File: src/rtl/sample_stream_scheduler_pkg.sv
// sample_stream_scheduler_pkg
// Shared definitions for the sample stream scheduler:
//   - default WIDTH / DEPTH / PREFILL values
//   - state encoding (IDLE=0, FILL=1, RUN=2, FLUSH=3), exposed on the debug port
//   - sat_inc8: saturating 8-bit increment used by the underrun counter
package sample_stream_scheduler_pkg;

  localparam int DEFAULT_WIDTH   = 16;
  localparam int DEFAULT_DEPTH   = 8;
  localparam int DEFAULT_PREFILL = 4;

  typedef enum logic [1:0] {
    ST_IDLE  = 2'd0,
    ST_FILL  = 2'd1,
    ST_RUN   = 2'd2,
    ST_FLUSH = 2'd3
  } state_t;

  function automatic logic [7:0] sat_inc8(input logic [7:0] value);
    return (value == 8'hFF) ? value : value + 8'd1;
  endfunction

endpackage

File: src/rtl/sample_stream_scheduler_if.sv
// sample_stream_scheduler_if
// Groups the generator-side and codec-side stream signals of the scheduler.
//   gen_req          scheduler -> generator  request one sample
//   gen_valid        generator -> scheduler  gen_sample valid this cycle
//   gen_sample       generator -> scheduler  signed sample, WIDTH bits
//   frame_strobe     codec -> scheduler      codec wants one sample
//   sample_out       scheduler -> codec      registered sample
//   sample_out_valid scheduler -> codec      sample_out updated this cycle
//
// Handshake semantics: both streams are pulse based with no back-pressure.
// Every signal named *_req, *_valid or *_strobe is a single-cycle pulse that
// is consumed in the cycle it is high; the receiver must always accept it.
// gen_req / gen_valid form a request/response pair with at most one request
// in flight; each frame_strobe is answered by exactly one sample_out_valid
// pulse one cycle later.
interface sample_stream_scheduler_if
  import sample_stream_scheduler_pkg::*;
  #(parameter int WIDTH = DEFAULT_WIDTH) ();

  logic             gen_req;
  logic             gen_valid;
  logic [WIDTH-1:0] gen_sample;
  logic             frame_strobe;
  logic [WIDTH-1:0] sample_out;
  logic             sample_out_valid;

  // Scheduler side
  modport master (
    output gen_req,
    input  gen_valid,
    input  gen_sample,
    input  frame_strobe,
    output sample_out,
    output sample_out_valid
  );

  // Generator / codec side
  modport slave (
    input  gen_req,
    output gen_valid,
    output gen_sample,
    output frame_strobe,
    input  sample_out,
    input  sample_out_valid
  );

endinterface

File: src/rtl/sample_stream_scheduler_fifo.sv
// sample_fifo
// Circular sample buffer with exact occupancy count.
//   clk, reset  clock, asynchronous active-high reset (pointers/level only)
//   clear       synchronous empty (pointers and level to zero), wins over push/pop
//   push, din   write din when not full; a push while full is dropped
//   pop         advance the read pointer when not empty; a pop while empty is ignored
//   head        entry at the read pointer (valid when not empty)
//   full, empty occupancy flags
//   level       occupancy, 0..DEPTH
// DEPTH must be a power of two so pointers wrap by natural overflow.
module sample_fifo #(
  parameter int WIDTH = 16,
  parameter int DEPTH = 8
) (
  input  logic                     clk,
  input  logic                     reset,
  input  logic                     clear,
  input  logic                     push,
  input  logic [WIDTH-1:0]         din,
  input  logic                     pop,
  output logic [WIDTH-1:0]         head,
  output logic                     full,
  output logic                     empty,
  output logic [$clog2(DEPTH):0]   level
);

  localparam int AW = $clog2(DEPTH);
  localparam logic [AW:0]   FULL_LEVEL = (AW+1)'(DEPTH);
  localparam logic [AW:0]   ONE_LEVEL  = 1;
  localparam logic [AW-1:0] ONE_PTR    = 1;

  logic [WIDTH-1:0] mem [DEPTH];
  logic [AW-1:0]    rd_ptr;
  logic [AW-1:0]    wr_ptr;
  logic             do_push;
  logic             do_pop;

  assign full    = (level == FULL_LEVEL);
  assign empty   = (level == '0);
  assign do_push = push & ~full;
  assign do_pop  = pop & ~empty;
  assign head    = mem[rd_ptr];

  always_ff @(posedge clk or posedge reset) begin
    if (reset) begin
      rd_ptr <= '0;
      wr_ptr <= '0;
      level  <= '0;
    end else if (clear) begin
      rd_ptr <= '0;
      wr_ptr <= '0;
      level  <= '0;
    end else begin
      if (do_push) wr_ptr <= wr_ptr + ONE_PTR;
      if (do_pop)  rd_ptr <= rd_ptr + ONE_PTR;
      // Simultaneous push and pop leaves the level unchanged.
      if (do_push && !do_pop)      level <= level + ONE_LEVEL;
      else if (do_pop && !do_push) level <= level - ONE_LEVEL;
    end
  end

  // Storage carries no reset; only pointers and level define validity.
  always_ff @(posedge clk) begin
    if (do_push && !clear) mem[wr_ptr] <= din;
  end

endmodule

File: src/rtl/sample_stream_scheduler.sv
// sample_stream_scheduler
// Buffers generator samples in a FIFO and serves them to a codec on frame
// strobes. Playback starts once PREFILL samples are buffered; dropping
// enable flushes the buffer for one cycle and returns to IDLE.
//   clk, reset      clock, asynchronous active-high reset
//   enable          1 = play, 0 = stop and flush
//   stream          generator/codec stream signals (master side)
//   underrun        pulse: a strobe in RUN found the FIFO empty
//   underrun_count  saturating (255) count of underrun pulses, reset only
//   fill_level      FIFO occupancy, 0..DEPTH
//   state           current state (IDLE=0, FILL=1, RUN=2, FLUSH=3)
module sample_stream_scheduler
  import sample_stream_scheduler_pkg::*;
#(
  parameter int WIDTH   = DEFAULT_WIDTH,
  parameter int DEPTH   = DEFAULT_DEPTH,
  parameter int PREFILL = DEFAULT_PREFILL
) (
  input  logic                   clk,
  input  logic                   reset,
  input  logic                   enable,
  sample_stream_scheduler_if.master stream,
  output logic                   underrun,
  output logic [7:0]             underrun_count,
  output logic [$clog2(DEPTH):0] fill_level,
  output logic [1:0]             state
);

  localparam int AW = $clog2(DEPTH);
  localparam logic [AW:0] PREFILL_LEVEL = (AW+1)'(PREFILL);

  state_t           state_q;
  state_t           state_d;
  logic             outstanding_q;
  logic             req;
  logic             active;
  logic             in_run;
  logic             flush;
  logic             push;
  logic             pop;
  logic             fifo_full;
  logic             fifo_empty;
  logic [WIDTH-1:0] fifo_head;
  logic [WIDTH-1:0] sample_q;
  logic             sample_valid_q;
  logic             underrun_q;
  logic [7:0]       underrun_count_q;

  assign active = (state_q == ST_FILL) || (state_q == ST_RUN);
  assign in_run = (state_q == ST_RUN);
  assign flush  = (state_q == ST_FLUSH);

  // Generator samples are only accepted while the stream is active;
  // the FIFO itself drops a push that arrives while full.
  assign push = stream.gen_valid & active;
  assign pop  = stream.frame_strobe & in_run & ~fifo_empty;

  sample_fifo #(
    .WIDTH (WIDTH),
    .DEPTH (DEPTH)
  ) u_fifo (
    .clk   (clk),
    .reset (reset),
    .clear (flush),
    .push  (push),
    .din   (stream.gen_sample),
    .pop   (pop),
    .head  (fifo_head),
    .full  (fifo_full),
    .empty (fifo_empty),
    .level (fill_level)
  );

  always_ff @(posedge clk or posedge reset) begin
    if (reset) state_q <= ST_IDLE;
    else       state_q <= state_d;
  end

  always_comb begin
    state_d = state_q;
    req     = 1'b0;
    case (state_q)
      ST_IDLE: begin
        if (enable) state_d = ST_FILL;
      end
      ST_FILL: begin
        req = ~outstanding_q & ~fifo_full;
        if (!enable)                          state_d = ST_FLUSH;
        else if (fill_level >= PREFILL_LEVEL) state_d = ST_RUN;
      end
      ST_RUN: begin
        // An underrun does not pause playback for a refill.
        req = ~outstanding_q & ~fifo_full;
        if (!enable) state_d = ST_FLUSH;
      end
      ST_FLUSH: begin
        state_d = ST_IDLE;
      end
      default: begin
        state_d = ST_IDLE;
      end
    endcase
  end

  // Request tracking and codec output register.
  always_ff @(posedge clk or posedge reset) begin
    if (reset) begin
      outstanding_q    <= 1'b0;
      sample_q         <= '0;
      sample_valid_q   <= 1'b0;
      underrun_q       <= 1'b0;
      underrun_count_q <= '0;
    end else begin
      if (flush)                 outstanding_q <= 1'b0;
      else if (req)              outstanding_q <= 1'b1;
      else if (stream.gen_valid) outstanding_q <= 1'b0;

      // Every strobe gets exactly one valid pulse, whatever the state.
      sample_valid_q <= stream.frame_strobe;
      underrun_q     <= 1'b0;
      if (stream.frame_strobe) begin
        if (in_run) begin
          if (!fifo_empty) begin
            sample_q <= fifo_head;
          end else begin
            // Empty in RUN: hold the last sample and flag it.
            underrun_q       <= 1'b1;
            underrun_count_q <= sat_inc8(underrun_count_q);
          end
        end else begin
          sample_q <= '0;
        end
      end
    end
  end

  assign stream.gen_req          = req;
  assign stream.sample_out       = sample_q;
  assign stream.sample_out_valid = sample_valid_q;
  assign underrun                = underrun_q;
  assign underrun_count          = underrun_count_q;
  assign state                   = state_q;

endmodule

File: src/flat_wrapper.sv
// flat-port wrapper written by rule: the top's interface ports become plain ports
module sample_stream_scheduler_flat import sample_stream_scheduler_pkg::*;
#(
  parameter int WIDTH   = DEFAULT_WIDTH,
  parameter int DEPTH   = DEFAULT_DEPTH,
  parameter int PREFILL = DEFAULT_PREFILL
)
  (clk, reset, enable, underrun, underrun_count, fill_level, state, stream_gen_req, stream_gen_valid, stream_gen_sample, stream_frame_strobe, stream_sample_out, stream_sample_out_valid);
  sample_stream_scheduler_if #(.WIDTH(WIDTH)) stream_i ();
  input  logic clk;
  input  logic reset;
  input  logic enable;
  output logic underrun;
  output logic [7:0] underrun_count;
  output logic [$clog2(DEPTH):0] fill_level;
  output logic [1:0] state;
  output wire logic [$bits(stream_i.gen_req)-1:0] stream_gen_req;
  input wire logic [$bits(stream_i.gen_valid)-1:0] stream_gen_valid;
  input wire logic [$bits(stream_i.gen_sample)-1:0] stream_gen_sample;
  input wire logic [$bits(stream_i.frame_strobe)-1:0] stream_frame_strobe;
  output wire logic [$bits(stream_i.sample_out)-1:0] stream_sample_out;
  output wire logic [$bits(stream_i.sample_out_valid)-1:0] stream_sample_out_valid;
  assign stream_gen_req = stream_i.gen_req;
  assign stream_i.gen_valid = stream_gen_valid;
  assign stream_i.gen_sample = stream_gen_sample;
  assign stream_i.frame_strobe = stream_frame_strobe;
  assign stream_sample_out = stream_i.sample_out;
  assign stream_sample_out_valid = stream_i.sample_out_valid;
  sample_stream_scheduler #(.WIDTH(WIDTH), .DEPTH(DEPTH), .PREFILL(PREFILL)) u_core (.clk(clk), .reset(reset), .enable(enable), .stream(stream_i), .underrun(underrun), .underrun_count(underrun_count), .fill_level(fill_level), .state(state));
endmodule
File: config.mk
export PLATFORM = sky130hd
export DESIGN_NAME = sample_stream_scheduler_flat
export DESIGN_NICKNAME = d
export VERILOG_FILES = /design/src/rtl/sample_stream_scheduler_pkg.sv /design/src/rtl/sample_stream_scheduler_if.sv /design/src/rtl/sample_stream_scheduler_fifo.sv /design/src/rtl/sample_stream_scheduler.sv /design/src/flat_wrapper.sv
export SDC_FILE = /design/constraint.sdc
export NUM_CORES = 1
export LEC_CHECK = 0
export ABC_AREA = 1
export CORE_MARGIN = 2
export CORE_UTILIZATION = 60
export DETAILED_ROUTE_END_ITERATION = 8
export PLACE_DENSITY = 0.81
export SLEW_MARGIN = 20
export SYNTH_ARGS = -nofsm -noshare
export SYNTH_HDL_FRONTEND = slang
export SYNTH_SLANG_ARGS = --single-unit
File: constraint.sdc
create_clock -name clk -period 6.04 [get_ports clk]
set_input_delay 0.906 -clock clk [delete_from_list [all_inputs] [get_ports clk]]
set_output_delay 0.906 -clock clk [all_outputs]
set_load 0.05 [all_outputs]
==> summary.log, run 1 <==
qor: global_routing.antenna_found_initial 0
qor: detailed_routing.drt_iter0_drc 427
qor: placement.numPlacedInstances 944
qor: hold_path.min_delay_path_depth 2
qor: yosys.synth_seq_cells 167
qor: detailed_routing.drt-pass1-iter-count 7
qor: final_layout.antenna-diode-count 0
qor: yosys.postSynth.asyncResetShare 0.234
qor: yosys.synthesis.nets 772
qor: placement.portBuffers 53
qor: cts.cts_num_sinks 167
qor: timing.fmaxAchievable 0.309 GHz
qor: final_layout.regArea 4820 um^2
qor: yosys.synth-seq-area-share 0.646
qor: worst_setup_path.worstReg2RegStart u_core.u_fifo.rd_ptr[0]$_DFFE_PP0P_
qor: timing.fin_worst_skew 0.00833 ns
qor: timing.setup_viols_final 0
qor: cts.cts_hold_buffers 0
qor: final_layout.post_route_cells_drive_above_1_share 0.0730
qor: cts.cts_resized 0
qor: cts.cts.repair_timing.setup_buffer_count 0
qor: timing.finalMaxSlewViolations 0
qor: yosys.synthSimpleGateAreaFrac 0.219
qor: pwr.peakVddDrop 205 uV
qor: global_routing.grt_pass1_vias 5,254
qor: detailed_routing.avgViaCountPerCell 5.36
qor: yosys.synthesis.area 7470 um^2
qor: final_layout.mostFrequentLayoutCell nand2_1
qor: global_routing.maximum_number_of_pins_on_one_net_before_global_route_repair 67
qor: worst_setup_path.timing.reg2reg.worst_path_depth 8
qor: worst_setup_path.critical_path.most_common_cell inv_1
qor: worst_setup_path.critPathSlowestCell clkdlybuf4s50_1
qor: timing.finalCritPeriodShare 0.536
qor: yosys.yosys_most_used_dff edfxtp_1
qor: cts.cts_buffers 17
qor: detailed_routing.drc 0
qor: final_layout.fillCellCount 821
qor: timing.slew-limit-headroom 0.366
qor: detailed_routing.routed_wire_length_per_instance 16.0 um
qor: hold_path.worst_hold_path.endpoint u_core.stream.sample_out[1]$_DFFE_PP0P_
qor: floorplan.coreArea 12,100 um^2
qor: worst_setup_path.regToRegSetupSlack 3.33 ns
qor: cts.clock_tree.htree_level_count 4
qor: floorplan.floorplan.die.height 116 um
qor: hold_path.min-delay-path-class reg -> reg
qor: worst_setup_path.critical_path.max_stage_delay 0.80 ns
qor: pwr.power.leakage 3.88 nW
qor: worst_setup_path.critical_path_type reg -> out
qor: yosys.synth.lib_cells_used.distinct 31
qor: detailed_routing.postRouteWirelength 15,600 um
qor: worst_setup_path.critPathArrivalTime 2.33 ns
qor: floorplan.design.die.area 13,400 um^2
qor: global_routing.gr-total-overflow 0
qor: job.max_cap_viol_count 0
qor: final_layout.multi_input_comb_area 1970 um^2
qor: yosys.synth_top_family_by_area simple AND/OR/NAND/NOR gates
qor: final_layout.non_filler_instances 976
qor: placement.gpl.final_weighted_congestion 0.866
qor: yosys.yosys-mux-area-fraction 0
qor: floorplan.initial_utilization 0.619
qor: cts.cts_buffer_depth 2
qor: detailed_routing.vias 5,229
qor: worst_setup_path.crit_chain inv_1, ha_1, nand3b_1, inv_1, clkdlybuf4s50_1
qor: yosys.synthAdderAreaFrac 0.0211
qor: pwr.power-per-cell-area 451 nW/um^2
qor: worst_setup_path.endpoint_kind output pin
qor: hold_path.min-delay-start u_core.stream.sample_out[1]$_DFFE_PP0P_
qor: worst_setup_path.timing.rr.end u_core.stream.sample_out[6]$_DFFE_PP0P_
qor: worst_setup_path.timing.critical_path.from_type flip-flop
qor: yosys.synthXorXnorAreaFrac 0.00938
qor: yosys.synth-compound-area-share 0.0137
qor: timing.final.setup.tns 0 ns
qor: timing.grt_setup_unrepaired no
qor: yosys.syn-instance-count 739
qor: worst_setup_path.crit_path_max_fanout 5
qor: timing.finalCriticalPeriod 3.24 ns
qor: floorplan.floorplan.io_pins 54
qor: yosys.synth.top_cell.area_share 0.515
qor: placement.post-dp-hpwl 8990 um
qor: yosys.synth-warning-count 0
qor: yosys.synth.avg_cell_area 10.1 um^2
qor: cts.path_clk_slew 0.06 ns
qor: timing.final-hold-violation-count 0
qor: cts.worst_skew_pair.late_latency 0.44 ns
qor: timing.worstMarginPinSlew 0.950 ns
qor: detailed_routing.drtAntennaViolNets 0
qor: final_layout.final_cell_mix nand2_1, edfxtp_1, inv_1, nand3_1, clkdlybuf4s50_1
qor: yosys.library_cell_occupying_the_most_area_in_the_post_synthesis_netlist edfxtp_1
qor: worst_setup_path.worst_ep_required_time 5.13 ns
qor: floorplan.die_w 116 um
qor: final_layout.area_growth_syn_to_layout 15.9%
qor: cts.cts_root_buf clkbuf_16
qor: yosys.synth_enable_flop_cells 128
qor: final_layout.layout.nets 828
qor: cts.cts_tree done
qor: yosys.synth_top_cells_by_area edfxtp_1, dfrtp_1, nand2_1
qor: status.status completed
qor: global_routing.grt_first_pass_wirelength 25,400 um
qor: global_routing.globalRouteTotalUtil 0.255
qor: floorplan.rows 40
worst max-delay path: cells and delay by family, from the launching register on:
family,cells,cell delay [ns]
adder cells (fa/ha/maj),1,0.37
buffers and inverters,3,1.00
AND/OR/NAND/NOR,1,0.12
flip-flops,1,0.42
worst max path at each step:
stage / from / end / slack (ns) / cells after the start
finish: u_core.state[0]$_DFFE_PP0P_ / stream_gen_req / 2.80 / 5
global placement: stream_gen_valid / u_core.u_fifo.level[3]$_DFFE_PP0P_ / 3.28 / 10
global route: u_core.state[0]$_DFFE_PP0P_ / stream_gen_req / 2.66 / 5
detailed placement: stream_frame_strobe / u_core.u_fifo.level[3]$_DFFE_PP0P_ / 3.16 / 11
floorplan: u_core.state[0]$_DFFE_PP0P_ / u_core.u_fifo.mem[1][0]$_DFFE_PP_ / 3.39 / 6
CTS: u_core.state[0]$_DFFE_PP0P_ / stream_gen_req / 2.78 / 5
area by class of cell:
class,instances,area share
clock inverters,14,0.0143
repair buffers,64,0.0708
flip-flops and latches,167,0.557
well taps,168,0.0243
inverters,129,0.0567
clock buffers,18,0.0496
multi-input cells,416,0.227
layer usage:
metal,vias to the layer above,GRT usage,share of wire
li1,2475,-,-
met1,2483,0.312,0.39
met2,222,0.427,0.50
met3,49,0.0628,0.076
met4,0,0.126,0.031
met5,-,0,0
state kept, by name, summed over array words and instances (netlist names):
register	cells
u_core.u_fifo.mem	128
u_core.underrun	1
u_core.state	2
u_core.u_fifo.level	4
u_core.underrun_count	8
u_core.u_fifo.wr_ptr	3
u_core.stream.sample_out_valid	1
u_core.outstanding_q	1
u_core.stream.sample_out	16
u_core.u_fifo.rd_ptr	3
cell usage after synthesis (7+ instances only):
cell type / n
ha_1: 11
xor2_1: 8
dfrtp_1: 39
edfxtp_1: 128
buf_4: 13
o21ai_0: 8
nor2_1: 12
buf_2: 7
inv_1: 125
nand3_1: 111
nand2_1: 240
metrics by stage:
stage | instance area (um^2) | power (W) | utilization | hold slack [ns] | setup slack (ns)
floorplan | 7470 | 0.00253 | - | 0.502 | 3.39
global placement | 8100 | 0.00283 | 0.672 | 0.466 | 3.28
detailed placement | 8100 | 0.00290 | 0.672 | 0.466 | 3.16
CTS | 8650 | 0.00392 | 0.718 | 0.483 | 2.78
global route | 8660 | 0.00412 | 0.718 | 0.505 | 2.66
finish | 8660 | 0.00391 | 0.718 | 0.481 | 2.80
report_power, final:
| part | leakage [nW] | internal (W) | switching (W) |
|---|---|---|---|
| registers | 1.67 | 0.00142 | 0.000113 |
| clock network | 0.263 | 0.000568 | 0.000445 |
| logic | 1.95 | 0.000425 | 0.000939 |
cell families after synthesis:
group,count (synthesis)
buffers and inverters,156
and+or+nand+nor,379
adders and majority gates,12
AOI/OAI and AO/OA,17
xor gates and xnor gates,8
DFF,167
(Power assumes the default switching activity.)
==> run 2, diff against run 1 <==
Settings changed: CORE_UTILIZATION 60 to 59, PLACE_DENSITY 0.81 to 0.8.
Clock period 6.04 ns to 3.31 ns, I/O delays scaled along.
==> summary.log, run 2 (synthesis results as in run 1) <==
qor: status.status completed
qor: placement.portBuffers 53 [unchanged]
qor: pwr.total_power 0.00736 W [+88%]
qor: cts.clock_tree.htree_level_count 4 [unchanged]
qor: worst_setup_path.critPathSlowestCell clkdlybuf4s50_1
qor: detailed_routing.vias 5,211 [-0.34%]
qor: worst_setup_path.critPathArrivalTime 2.28 ns [-0.05 ns]
qor: pwr.peakVddDrop 392 uV [+92%]
qor: final_layout.area_growth_syn_to_layout 17.3%
qor: worst_setup_path.critical_path_type reg -> out
qor: detailed_routing.drt-pass1-iter-count 5 [-2]
qor: worst_setup_path.critical_path.max_stage_delay 0.79 ns [about the same]
qor: global_routing.maximum_number_of_pins_on_one_net_before_global_route_repair 67 [unchanged]
qor: worst_setup_path.timing.critical_path.from_type flip-flop
qor: pwr.power-per-cell-area 840 nW/um^2 [+86%]
qor: cts.cts_root_buf clkbuf_16
qor: timing.fin_worst_skew 0.00876 ns [+0.000436 ns]
qor: timing.holdWs 0.475 ns [-0.00593 ns]
qor: final_layout.largest-register u_core.u_fifo.mem
qor: timing.finalMaxSlewViolations 0 [unchanged]
qor: pwr.power.leakage 3.93 nW [+1.3%]
qor: final_layout.layout.nets 831 [+0.36%]
qor: detailed_routing.postRouteWirelength 15,700 um [+0.83%]
qor: timing.grt_setup_unrepaired no
qor: cts.cts_hold_buffers 0 [unchanged]
qor: detailed_routing.drc 0 [unchanged]
qor: floorplan.coreArea 12,500 um^2 [+3.4%]
qor: global_routing.globalRouteTotalUtil 0.249 [-0.00578]
qor: final_layout.antenna-diode-count 0 [unchanged]
qor: global_routing.antenna_found_initial 0 [unchanged]
qor: placement.placement.setup.worst_slack 0.866 ns [-2.30 ns]
qor: cts.cts_buffer_depth 2 [unchanged]
qor: floorplan.rows 41 [+2.5%]
qor: global_routing.grt_pass1_vias 5,003 [-4.8%]
qor: timing.slew-limit-headroom 0.383 [+0.0164]
qor: global_routing.gr-total-overflow 0 [unchanged]
qor: global_routing.grt_first_pass_wirelength 25,000 um [-1.3%]
qor: worst_setup_path.critical_path.most_common_cell inv_1
qor: job.max_cap_viol_count 0 [unchanged]
qor: floorplan.design.die.area 13,600 um^2 [+1.6%]
qor: final_layout.final_util 0.702 [-0.0153]
qor: cts.path_clk_slew 0.06 ns [about the same]
qor: floorplan.floorplan.io_pins 54 [unchanged]
qor: final_layout.largest_register_ff_count 128 [unchanged]
qor: cts.cts_resized 0 [unchanged]
qor: placement.gpl.final_weighted_congestion 0.831 [-4.0%]
qor: cts.cts_buffers 17 [unchanged]
qor: timing.setup_viols_final 0 [unchanged]
qor: worst_setup_path.timing.reg2reg.worst_path_depth 11 [+3]
qor: cts.cts_num_sinks 167 [unchanged]
qor: worst_setup_path.endpoint_kind output pin
qor: detailed_routing.routed_wire_length_per_instance 16.0 um [+0.11%]
qor: worst_setup_path.crit_path_max_fanout 5 [unchanged]
qor: worst_setup_path.crit_chain inv_1, ha_1, nand3b_1, inv_1, clkdlybuf4s50_1
qor: timing.final.setup.tns 0 ns [unchanged]
qor: timing.fmaxAchievable 0.360 GHz
qor: timing.worstMarginPinSlew 0.925 ns [-0.0256 ns]
qor: floorplan.initial_utilization 0.599 [-0.0201]
qor: detailed_routing.drt_iter0_drc 426 [-0.23%]
qor: timing.timing.final.ws_setup 0.535 ns [-2.27 ns]
qor: final_layout.mostFrequentLayoutCell nand2_1
qor: cts.cts_tree done
qor: timing.finalCritPeriodShare 0.838
qor: detailed_routing.avgViaCountPerCell 5.30 [-1.1%]
qor: cts.worst_skew_pair.late_latency 0.43 ns [about the same]
qor: timing.finalCriticalPeriod 2.77 ns
qor: cts.cts.repair_timing.setup_buffer_count 0 [unchanged]
qor: placement.post-dp-hpwl 9390 um [+4.5%]
qor: floorplan.die_w 116 um [+0.81%]
qor: floorplan.floorplan.die.height 116 um [+0.81%]
qor: final_layout.post_route_cells_drive_above_1_share 0.0764 [+0.00343]
qor: worst_setup_path.worst_ep_required_time 2.81 ns [-2.32 ns]
qor: hold_path.min-delay-path-class in -> async
qor: detailed_routing.drtAntennaViolNets 0 [unchanged]
qor: final_layout.final_cell_mix nand2_1, edfxtp_1, inv_1, nand3_1, clkdlybuf4s50_1
qor: timing.final-hold-violation-count 0 [unchanged]
[run 2: routing by layer]
metal  part of all wire  global-route usage
met5                  0                   0
met4              0.022               0.100
met3              0.071              0.0503
met2               0.51               0.431
met1               0.39               0.310
[run 2: final cells by class]
cell class              instances  area, um^2
multi-input cells             416        1970
clock inverters                15         199
repair buffers                 67         636
inverters                     129         490
clock buffers                  17         425
fillers                       889        3710
flip-flops and latches        167        4820
well taps                     172         215
[run 2: final timing paths]
kind,startpoint,endpoint,slack [ns]
setup / recovery,u_core.state[0]$_DFFE_PP0P_,stream_gen_req,0.54
hold / removal,reset,u_core.underrun_count[0]$_DFFE_PP0P_,0.47
setup reg to reg,u_core.state[0]$_DFFE_PP0P_,u_core.u_fifo.level[3]$_DFFE_PP0P_,0.97
hold reg to reg,u_core.stream.sample_out[1]$_DFFE_PP0P_,u_core.stream.sample_out[1]$_DFFE_PP0P_,0.47
max in group asynchronous,reset,u_core.u_fifo.rd_ptr[0]$_DFFE_PP0P_,2.15
min in group clk,u_core.stream.sample_out[1]$_DFFE_PP0P_,u_core.stream.sample_out[1]$_DFFE_PP0P_,0.48
[run 2: metrics by stage]
step                      instances  area (um^2)
after floorplan                 739         7470
after global placement          951         8130
after detailed placement        951         8130
after CTS                       983         8750
after global routing            983         8750
final                           983         8750
[run 2: power breakdown]
part | internal [W] | total (W) | switching, W
clock | 0.00127 | 0.00208 | 0.000812
combinational | 0.000782 | 0.00249 | 0.00171
sequential | 0.00258 | 0.00278 | 0.000201
total | 0.00463 | 0.00736 | 0.00273
[run 2: critical path, delay by kind of cell, from the launching register on]
kind	cells	cell delay (ns)
flip-flops	1	0.41
adder cells (fa/ha/maj)	1	0.36
AND/OR/NAND/NOR	1	0.11
buffers and inverters	3	0.98
==> run 3, diff against run 2 <==
Settings changed: CORE_UTILIZATION 59 to 53, PLACE_DENSITY 0.8 to 0.76.
Clock period 3.31 ns to 2.45 ns, I/O delays scaled along.
==> summary.log, run 3 (synthesis results as in run 1) <==
qor: status.status completed
qor: global_routing.gr-total-overflow 0 [unchanged]
qor: final_layout.area_growth_syn_to_layout 17.3% [about the same]
qor: floorplan.rows 43 [+4.9%]
qor: timing.finalCritPeriodShare 0.896
qor: floorplan.coreArea 13,800 um^2 [+11%]
qor: worst_setup_path.timing.rr.end u_core.u_fifo.level[3]$_DFFE_PP0P_
qor: pwr.power.leakage 3.91 nW [-0.49%]
qor: timing.final.setup.tns 0 ns [unchanged]
qor: cts.worst_skew_pair.late_latency 0.43 ns [about the same]
qor: detailed_routing.drc 0 [unchanged]
qor: job.max_cap_viol_count 0 [unchanged]
qor: global_routing.grt_pass1_vias 5,042 [+0.78%]
qor: placement.gpl.final_weighted_congestion 0.770 [-7.4%]
qor: timing.setup_viols_final 0 [unchanged]
qor: detailed_routing.postRouteWirelength 15,700 um [about the same]
qor: pwr.total_power 0.00966 W [+31%]
qor: worst_setup_path.timing.critical_path.buf_inv 3 [unchanged]
qor: final_layout.largest_register_ff_count 128 [unchanged]
qor: timing.fmaxAchievable 0.456 GHz
qor: cts.path_clk_slew 0.06 ns [about the same]
qor: detailed_routing.drt_iter0_drc 444 [+4.2%]
qor: timing.slew-limit-headroom 0.444 [+0.0611]
qor: floorplan.floorplan.die.height 123 um [+5.3%]
qor: placement.portBuffers 53 [unchanged]
qor: detailed_routing.routed_wire_length_per_instance 15.9 um [-0.73%]
qor: pwr.power-per-cell-area 1100 nW/um^2 [+31%]
qor: placement.place_area 8190 um^2 [+0.80%]
qor: placement.post-dp-hpwl 9270 um [-1.3%]
qor: final_layout.largest-register u_core.u_fifo.mem
qor: placement.placement.setup.worst_slack 0.100 ns [-0.766 ns]
qor: worst_setup_path.endpoint_kind flip-flop
qor: cts.cts_num_sinks 167 [unchanged]
qor: worst_setup_path.beginning_of_the_critical_path u_core.state[1]$_DFFE_PP0P_
qor: detailed_routing.drt-pass1-iter-count 5 [unchanged]
qor: final_layout.antenna-diode-count 0 [unchanged]
qor: floorplan.die_w 123 um [+5.3%]
qor: cts.clock_tree.htree_level_count 4 [unchanged]
qor: final_layout.post_route_cells_drive_above_1_share 0.0838 [+0.00740]
qor: worst_setup_path.critical_path_type reg -> reg
qor: worst_setup_path.worst_ep_required_time 2.77 ns [-0.04 ns]
qor: floorplan.floorplan.io_pins 54 [unchanged]
qor: worst_setup_path.critPathSlowestCell dfrtp_2
qor: final_layout.fin_area 8760 um^2 [about the same]
qor: global_routing.grt_first_pass_wirelength 25,300 um [+0.96%]
qor: detailed_routing.met1Wirelength 6320 um [+1.9%]
qor: timing.finalCriticalPeriod 2.19 ns
qor: worst_setup_path.worstReg2RegStart u_core.state[1]$_DFFE_PP0P_
qor: detailed_routing.vias 5,103 [-2.1%]
qor: final_layout.fillCellCount 1,035 [+16%]
qor: timing.holdWs 0.312 ns [-0.163 ns]
qor: final_layout.multi_input_comb_area 1990 um^2 [+1.2%]
qor: timing.final-hold-violation-count 0 [unchanged]
qor: detailed_routing.drtAntennaViolNets 0 [unchanged]
qor: worst_setup_path.critPathArrivalTime 2.51 ns [+0.23 ns]
qor: pwr.peakVddDrop 854 uV [+120%]
qor: floorplan.initial_utilization 0.540 [-0.0590]
qor: cts.cts_buffers 17 [unchanged]
qor: detailed_routing.avgViaCountPerCell 5.15 [-2.9%]
qor: worst_setup_path.regToRegSetupSlack 0.26 ns [-0.71 ns]
qor: detailed_routing.route.met2.wl 8270 um [+2.8%]
qor: global_routing.maximum_number_of_pins_on_one_net_before_global_route_repair 66 [-1.5%]
qor: floorplan.design.die.area 15,100 um^2 [+11%]
qor: worst_setup_path.critical_path.max_stage_delay 0.39 ns [-0.40 ns]
qor: worst_setup_path.path_depth 11 [+6]
qor: timing.fin_worst_skew 0.0104 ns [+0.00164 ns]
qor: timing.grt_setup_unrepaired no
qor: hold_path.min-delay-path-class in -> async
qor: timing.finalMaxSlewViolations 0 [unchanged]
qor: final_layout.layout.nets 831 [unchanged]
qor: final_layout.final_cell_mix nand2_1, edfxtp_1, inv_1, nand3_1, clkdlybuf4s50_1
qor: cts.cts_root_buf clkbuf_16
qor: detailed_routing.highest_layer met4
qor: worst_setup_path.crit_path_max_fanout 5 [unchanged]
qor: final_layout.regArea 4820 um^2 [about the same]
qor: worst_setup_path.timing.critical_path.from_type flip-flop
qor: final_layout.mostFrequentLayoutCell nand2_1
qor: worst_setup_path.timing.critical_path.to u_core.u_fifo.level[3]$_DFFE_PP0P_
qor: detailed_routing.routed-wl-met3 949 um [-15%]
qor: worst_setup_path.timing.reg2reg.worst_path_depth 11 [unchanged]
qor: cts.cts_tree done
qor: global_routing.antenna_found_initial 0 [unchanged]
qor: worst_setup_path.crit_chain inv_1, ha_4, nand3_2, inv_1, ha_2, inv_1, ha_1, a21oi_2, nand3_1, nand3_1, nand2_1
qor: timing.timing.final.ws_setup 0.256 ns [-0.280 ns]
qor: cts.cts_buffer_depth 2 [unchanged]
qor: worst_setup_path.critical_path.most_common_cell inv_1
qor: timing.worstMarginPinSlew 0.829 ns [-0.0957 ns]
qor: global_routing.globalRouteTotalUtil 0.226 [-0.0232]
qor: cts.cts.repair_timing.setup_buffer_count 0 [unchanged]
qor: worst_setup_path.crit_family adder cells
==> run 3: how the worst min path moves through the flow <==
| stage | endpoint | slack [ns] |
|---|---|---|
| 6_report | u_core.underrun_count[2]$_DFFE_PP0P_ | 0.31 |
| 5_1_grt | u_core.underrun_count[2]$_DFFE_PP0P_ | 0.37 |
| 4_1_cts | u_core.stream.sample_out[6]$_DFFE_PP0P_ | 0.33 |
| 3_5_place_dp | u_core.stream.sample_out[0]$_DFFE_PP0P_ | 0.47 |
| 3_3_place_gp | u_core.stream.sample_out[7]$_DFFE_PP0P_ | 0.46 |
| 2_1_floorplan | u_core.stream.sample_out_valid$_DFF_PP0_ | 0.40 |
==> run 3: cell type report <==
type	count	area share
clock inverters	9	0.00757
clock buffers	23	0.0546
flip-flops and latches	167	0.551
inverters	129	0.0559
repair buffers	67	0.0780
well taps	180	0.0257
multi-input cells	416	0.227
==> run 3: routing by layer <==
metal,GRT usage,vias up
li1,-,2483
met1,0.280,2441
met2,0.394,159
met3,0.0465,20
met4,0.0783,0
met5,0,-
==> run 3: what timing repair did <==
| action | in CTS | in global routing |
|---|---|---|
| gates resized for setup | 0 | 4 |
| setup endpoints to repair | 0 | 1 |
| hold buffers | 0 | 0 |
==> run 3: power breakdown <==
group | internal (W) | switching, W | leakage (nW)
Combinational | 0.00110 | 0.00232 | 1.98
Sequential | 0.00349 | 0.000290 | 1.67
Clock | 0.00139 | 0.00107 | 0.269
==> run 3: metrics by stage <==
| step | util | std cells |
|---|---|---|
| after floorplan | - | 739 |
| after global placement | 0.593 | 959 |
| after detailed placement | 0.593 | 959 |
| after CTS | 0.632 | 991 |
| after global routing | 0.633 | 991 |
| final | 0.633 | 991 |
==> RTL edit 1 (settings of run 1) <==
Set the package constant `DEFAULT_WIDTH` to 32 (it was 16).
--- a/src/rtl/sample_stream_scheduler_pkg.sv
+++ b/src/rtl/sample_stream_scheduler_pkg.sv
@@ -6,5 +6,5 @@
 package sample_stream_scheduler_pkg;
 
-  localparam int DEFAULT_WIDTH   = 16;
+  localparam int DEFAULT_WIDTH   = 32;
   localparam int DEFAULT_DEPTH   = 8;
   localparam int DEFAULT_PREFILL = 4;
Ports: changed (resized stream_gen_sample and stream_sample_out); port bits go from 54 to 86. No check against the original RTL was run, so the function may have changed too.
==> RTL edit 1 against run 1 <==
Synthesized cell count up 74%; power increased by 77%; sequential power is 81% higher; sequential cell count rose by 144; wire length increased by 85%; sequential share of layout area is 2.5 points higher; design area grew 80%; synthesized area up 79%; setup slack got worse by 0.091 ns; highest routed layer unchanged.
==> RTL edit 1: results (changes against run 1) <==
* Status: complete, no violations
* Largest net degree at the start of global routing at 101 (+51%)
* First drt pass iteration count at 6 (-1)
* Compound-Gate Fraction of Synth Area at 0.749% (-0.63 points)
* Async set-reset flop share out of synthesis at 17.7% (-5.7 points)
* Dpl cell area at 14500 µm² (+78%)
* Layout buffer count excluding clock buffers at 103 (+61%)
* Initial DRC count at 776 (+82%)
* Synth top area cells: edfxtp_1 (57%), nand2_1 (12%), dfrtp_1 (10%)
* Mapped Cells at 1289 (+74%)
* Wire length per cell at 17.2 µm (+7.7%)
* Hold Path Sink: u_core.stream.sample_out[24]$_DFFE_PP0P_
* Post-synthesis sequential area ratio at 67.8% (+3.2 points)
* Inst Count DP at 1616 (+71%)
* Final WS setup at 2.71 ns (-0.0908 ns)
* Final hold slack at 0.476 ns (-0.00526 ns)
* Comb_multi_in at 700 (+68%)
* Adder-cell share of the synthesized area at 1.18% (-0.93 points)
* Clock buffer count from CTS at 30 (+13)
* Slew HR at 28.8% (-7.8 points)
* Yosys cell types at 29 (-6.5%)
* DP Worst Slack at 2.52 ns (-0.643 ns)
* Reg-to-reg endpoint: u_core.u_fifo.level[3]$_DFFE_PP0P_
* Non-CTS inverters at 223 (+73%)
* Gr usage total at 24.4% (-1.1 points)
* Via count at 9088 (+74%)
* Post-synth EDFFs at 256 (+100%)
* # port buffers at 85 (+60%)
* Synth top cells by count: nand2_1 (429), edfxtp_1 (256), inv_1 (221)
* Met3 WL at 2.32 mm (+96%)
* Share of cells above drive strength 1 at 6.82% (-0.48 points)
* GP Congestion at 0.816 (-5.8%)
* Reg area at 9070 µm² (+88%)
* FF-to-FF Start: u_core.state[0]$_DFFE_PP0P_
* Static Leak at 6.85 nW (+77%)
* Max reg flops at 256 (+100%)
* Post-Route WL at 28.8 mm (+85%)
* XOR/XNOR share of the synthesized area at 0.590% (-0.35 points)
==> RTL edit 1: changes by cell type in the layout (fill, tap and decap cells not counted), sizes merged, moves of 3 or more <==
cell / delta
nand2: +189
edfxtp: +128
nand3: +95
inv: +91
clkdlybuf4s50: +32
clkbuf: +20
dfrtp: +16
buf: +7
bufinv: +6
o21ai: -3
xnor2: +3
==> RTL edit 1: power groups by stage <==
stage	Combinational, mW	Sequential [mW]	Clock (mW)
after floorplan	1.07	3.16	0
after global placement	1.95	2.80	0
after detailed placement	2.02	2.81	0
after CTS	2.04	2.77	2.11
after global routing	2.22	2.80	2.19
final	2.04	2.77	2.08
==> RTL edit 1: tightest hold or removal path, cell delays in order, from the launching register on <==
cell	delay, ns
dfrtp_1	0.34
nand2_1	0.05
nand2_1	0.05
==> RTL edit 1: routing by layer <==
metal / vias to the layer above / GRT usage, %
li1: 4292 / -
met1: 4335 / 31.7
met2: 393 / 42.4
met3: 68 / 3.40
met4: 0 / 8.69
met5: - / 0
==> RTL edit 2 (settings of run 1) <==
Without the edit above. Make the reset (`reset`) synchronous in 3 clocked blocks. Comments in the files are not updated.
--- a/src/rtl/sample_stream_scheduler_fifo.sv
+++ b/src/rtl/sample_stream_scheduler_fifo.sv
@@ -42,5 +42,5 @@
   assign head    = mem[rd_ptr];
 
-  always_ff @(posedge clk or posedge reset) begin
+  always_ff @(posedge clk) begin
     if (reset) begin
       rd_ptr <= '0;
--- a/src/rtl/sample_stream_scheduler.sv
+++ b/src/rtl/sample_stream_scheduler.sv
@@ -72,5 +72,5 @@
   );
 
-  always_ff @(posedge clk or posedge reset) begin
+  always_ff @(posedge clk) begin
     if (reset) state_q <= ST_IDLE;
     else       state_q <= state_d;
@@ -104,5 +104,5 @@
 
   // Request tracking and codec output register.
-  always_ff @(posedge clk or posedge reset) begin
+  always_ff @(posedge clk) begin
     if (reset) begin
       outstanding_q    <= 1'b0;
Check against the original RTL: differs if reset is asserted again (counterexample within 4 cycles, from zero or initial values and one cycle with reset high); with reset held inactive, the same outputs for 10 cycles.
==> RTL edit 2 against run 1 <==
Worst hold slack got worse by 0.015 ns; largest cell class unchanged; largest power group unchanged; wire length is 5.1% higher; design area fell by 1.1%; sequential cell count is 3 higher; non-clock buffer count is the same; power is 23% lower; synthesized area fell by 0.54%; setup slack worse by 0.18 ns.
==> RTL edit 2: results (changes against run 1) <==
* NetSw at 0.934 mW (-38%)
* Comb_multi_in at 428 (+2.9%)
* GP Congestion at 0.875 (+1.0%)
* Status: complete, no violations
* Grt met3 use at 5.32% (-0.95 points)
* Avg Cell Area, Syn at 9.87 µm² (-2.3%)
* First-pass GRT wire length at 25.9 mm (+2.3%)
* Critical-path maximum fanout at 7 (+2)
* Wl on met1 at 6.49 mm (+5.9%)
* Clk_lat worst skew at 0.42 ns (-0.02 ns)
* Non-CTS inverters at 125 (-3.1%)
* DP Worst Slack at 2.91 ns (-0.257 ns)
* Final hold slack at 0.466 ns (-0.0150 ns)
* Met2 Track Usage GR at 43.3% (+0.64 points)
* Hpwl dp at 9.81 mm (+9.0%)
* Syn nets at 785 (+1.7%)
* XOR/XNOR share of the synthesized area at 0.826% (-0.11 points)
* Yosys cell types at 34 (+9.7%)
* Static Leak at 3.53 nW (-8.9%)
* Filler cells at 869 (+5.8%)
* Compound-Gate Fraction of Synth Area at 3.22% (+1.8 points)
* Sequential Power at 1.40 mW (-8%)
* Largest net degree at the start of global routing at 66 (-1.5%)
* Inst Count DP at 955 (+1.2%)
* Met1 Use GR at 32.3% (+1.1 points)
* Vias in the first global route at 5335 (+1.5%)
* Hold Startpoint: u_core.outstanding_q$_SDFFE_PP0P_
* Synth top area cells: edfxtp_1 (52%), dfxtp_1 (11%), nand2_1 (11%)
* Adder-cell share of the synthesized area at 2.12% (+0.011 points)
* Dpl cell area at 8070 µm² (-0.39%)
* Non-filler cells, final at 986 (+1.0%)
* First drt pass iteration count at 5 (-2)
* Multi-input combinational area share at 24.4% (+1.6 points)
* Met2 Wirelength at 8.19 mm (+5.3%)
* Async set-reset flop share out of synthesis at 0% (-23 points)
* Reg-to-reg endpoint: u_core.u_fifo.mem[1][6]$_DFFE_PP_
* Post-synthesis sequential area ratio at 63.1% (-1.5 points)
* Synth top cells by count: nand2_1 (220), edfxtp_1 (128), inv_1 (123)
* # port buffers at 53 (unchanged)
* Slew HR at 26.9% (-9.7 points)
* Data buffer area share at 7.16% (+0.076 points)
* Clock buffer count at 20 (+2)
* Layout Skew at 0.00544 ns (-0.00289 ns)
* Gr usage total at 26.2% (+0.67 points)
* Share of cells above drive strength 1 at 7.46% (+0.16 points)
* Maximum vdd drop at 227 µV (+11%)
* FF-to-FF Start: u_core.state[0]$_SDFFE_PP0P_
* Nets at 839 (+1.3%)
* P_comb at 0.681 mW (-50%)
* Power Clock at 0.926 mW (-8%)
* Wire length per cell at 16.6 µm (+4.0%)
* Critical path data arrival time at 2.51 ns (+0.18 ns)
* Fraction of area in registers at 54.7% (-0.98 points)
* Multi-input gate area at 2090 µm² (+6.0%)
* Vias per inst at 5.41 (+0.92%)
* Reg2reg setup slack at 3.37 ns (+0.04 ns)
[RTL edit 2: changes by cell type after synthesis, moves of 6 or more]
cell / run 1 / this run
a21oi_1: 2 / 28
buf_2: 7 / 13
buf_4: 13 / 4
dfrtp_1: 39 / 0
dfxtp_1: 0 / 42
nand2_1: 240 / 220
nand3_1: 111 / 102
nor2_1: 12 / 19
[RTL edit 2: how the worst min path moves through the flow]
stage	cells after the start	endpoint
2_1_floorplan	2	u_core.outstanding_q$_SDFFE_PP0P_
3_3_place_gp	2	u_core.outstanding_q$_SDFFE_PP0P_
3_5_place_dp	2	u_core.stream.sample_out[10]$_SDFFE_PP0P_
4_1_cts	2	u_core.stream.sample_out[10]$_SDFFE_PP0P_
5_1_grt	2	u_core.stream.sample_out[10]$_SDFFE_PP0P_
6_report	2	u_core.outstanding_q$_SDFFE_PP0P_
[RTL edit 2: worst min-delay path, cell delays in order, from the launching register on]
cell and delay [ns]:
dfxtp_1 0.30, nand2_1 0.06, a21oi_1 0.06
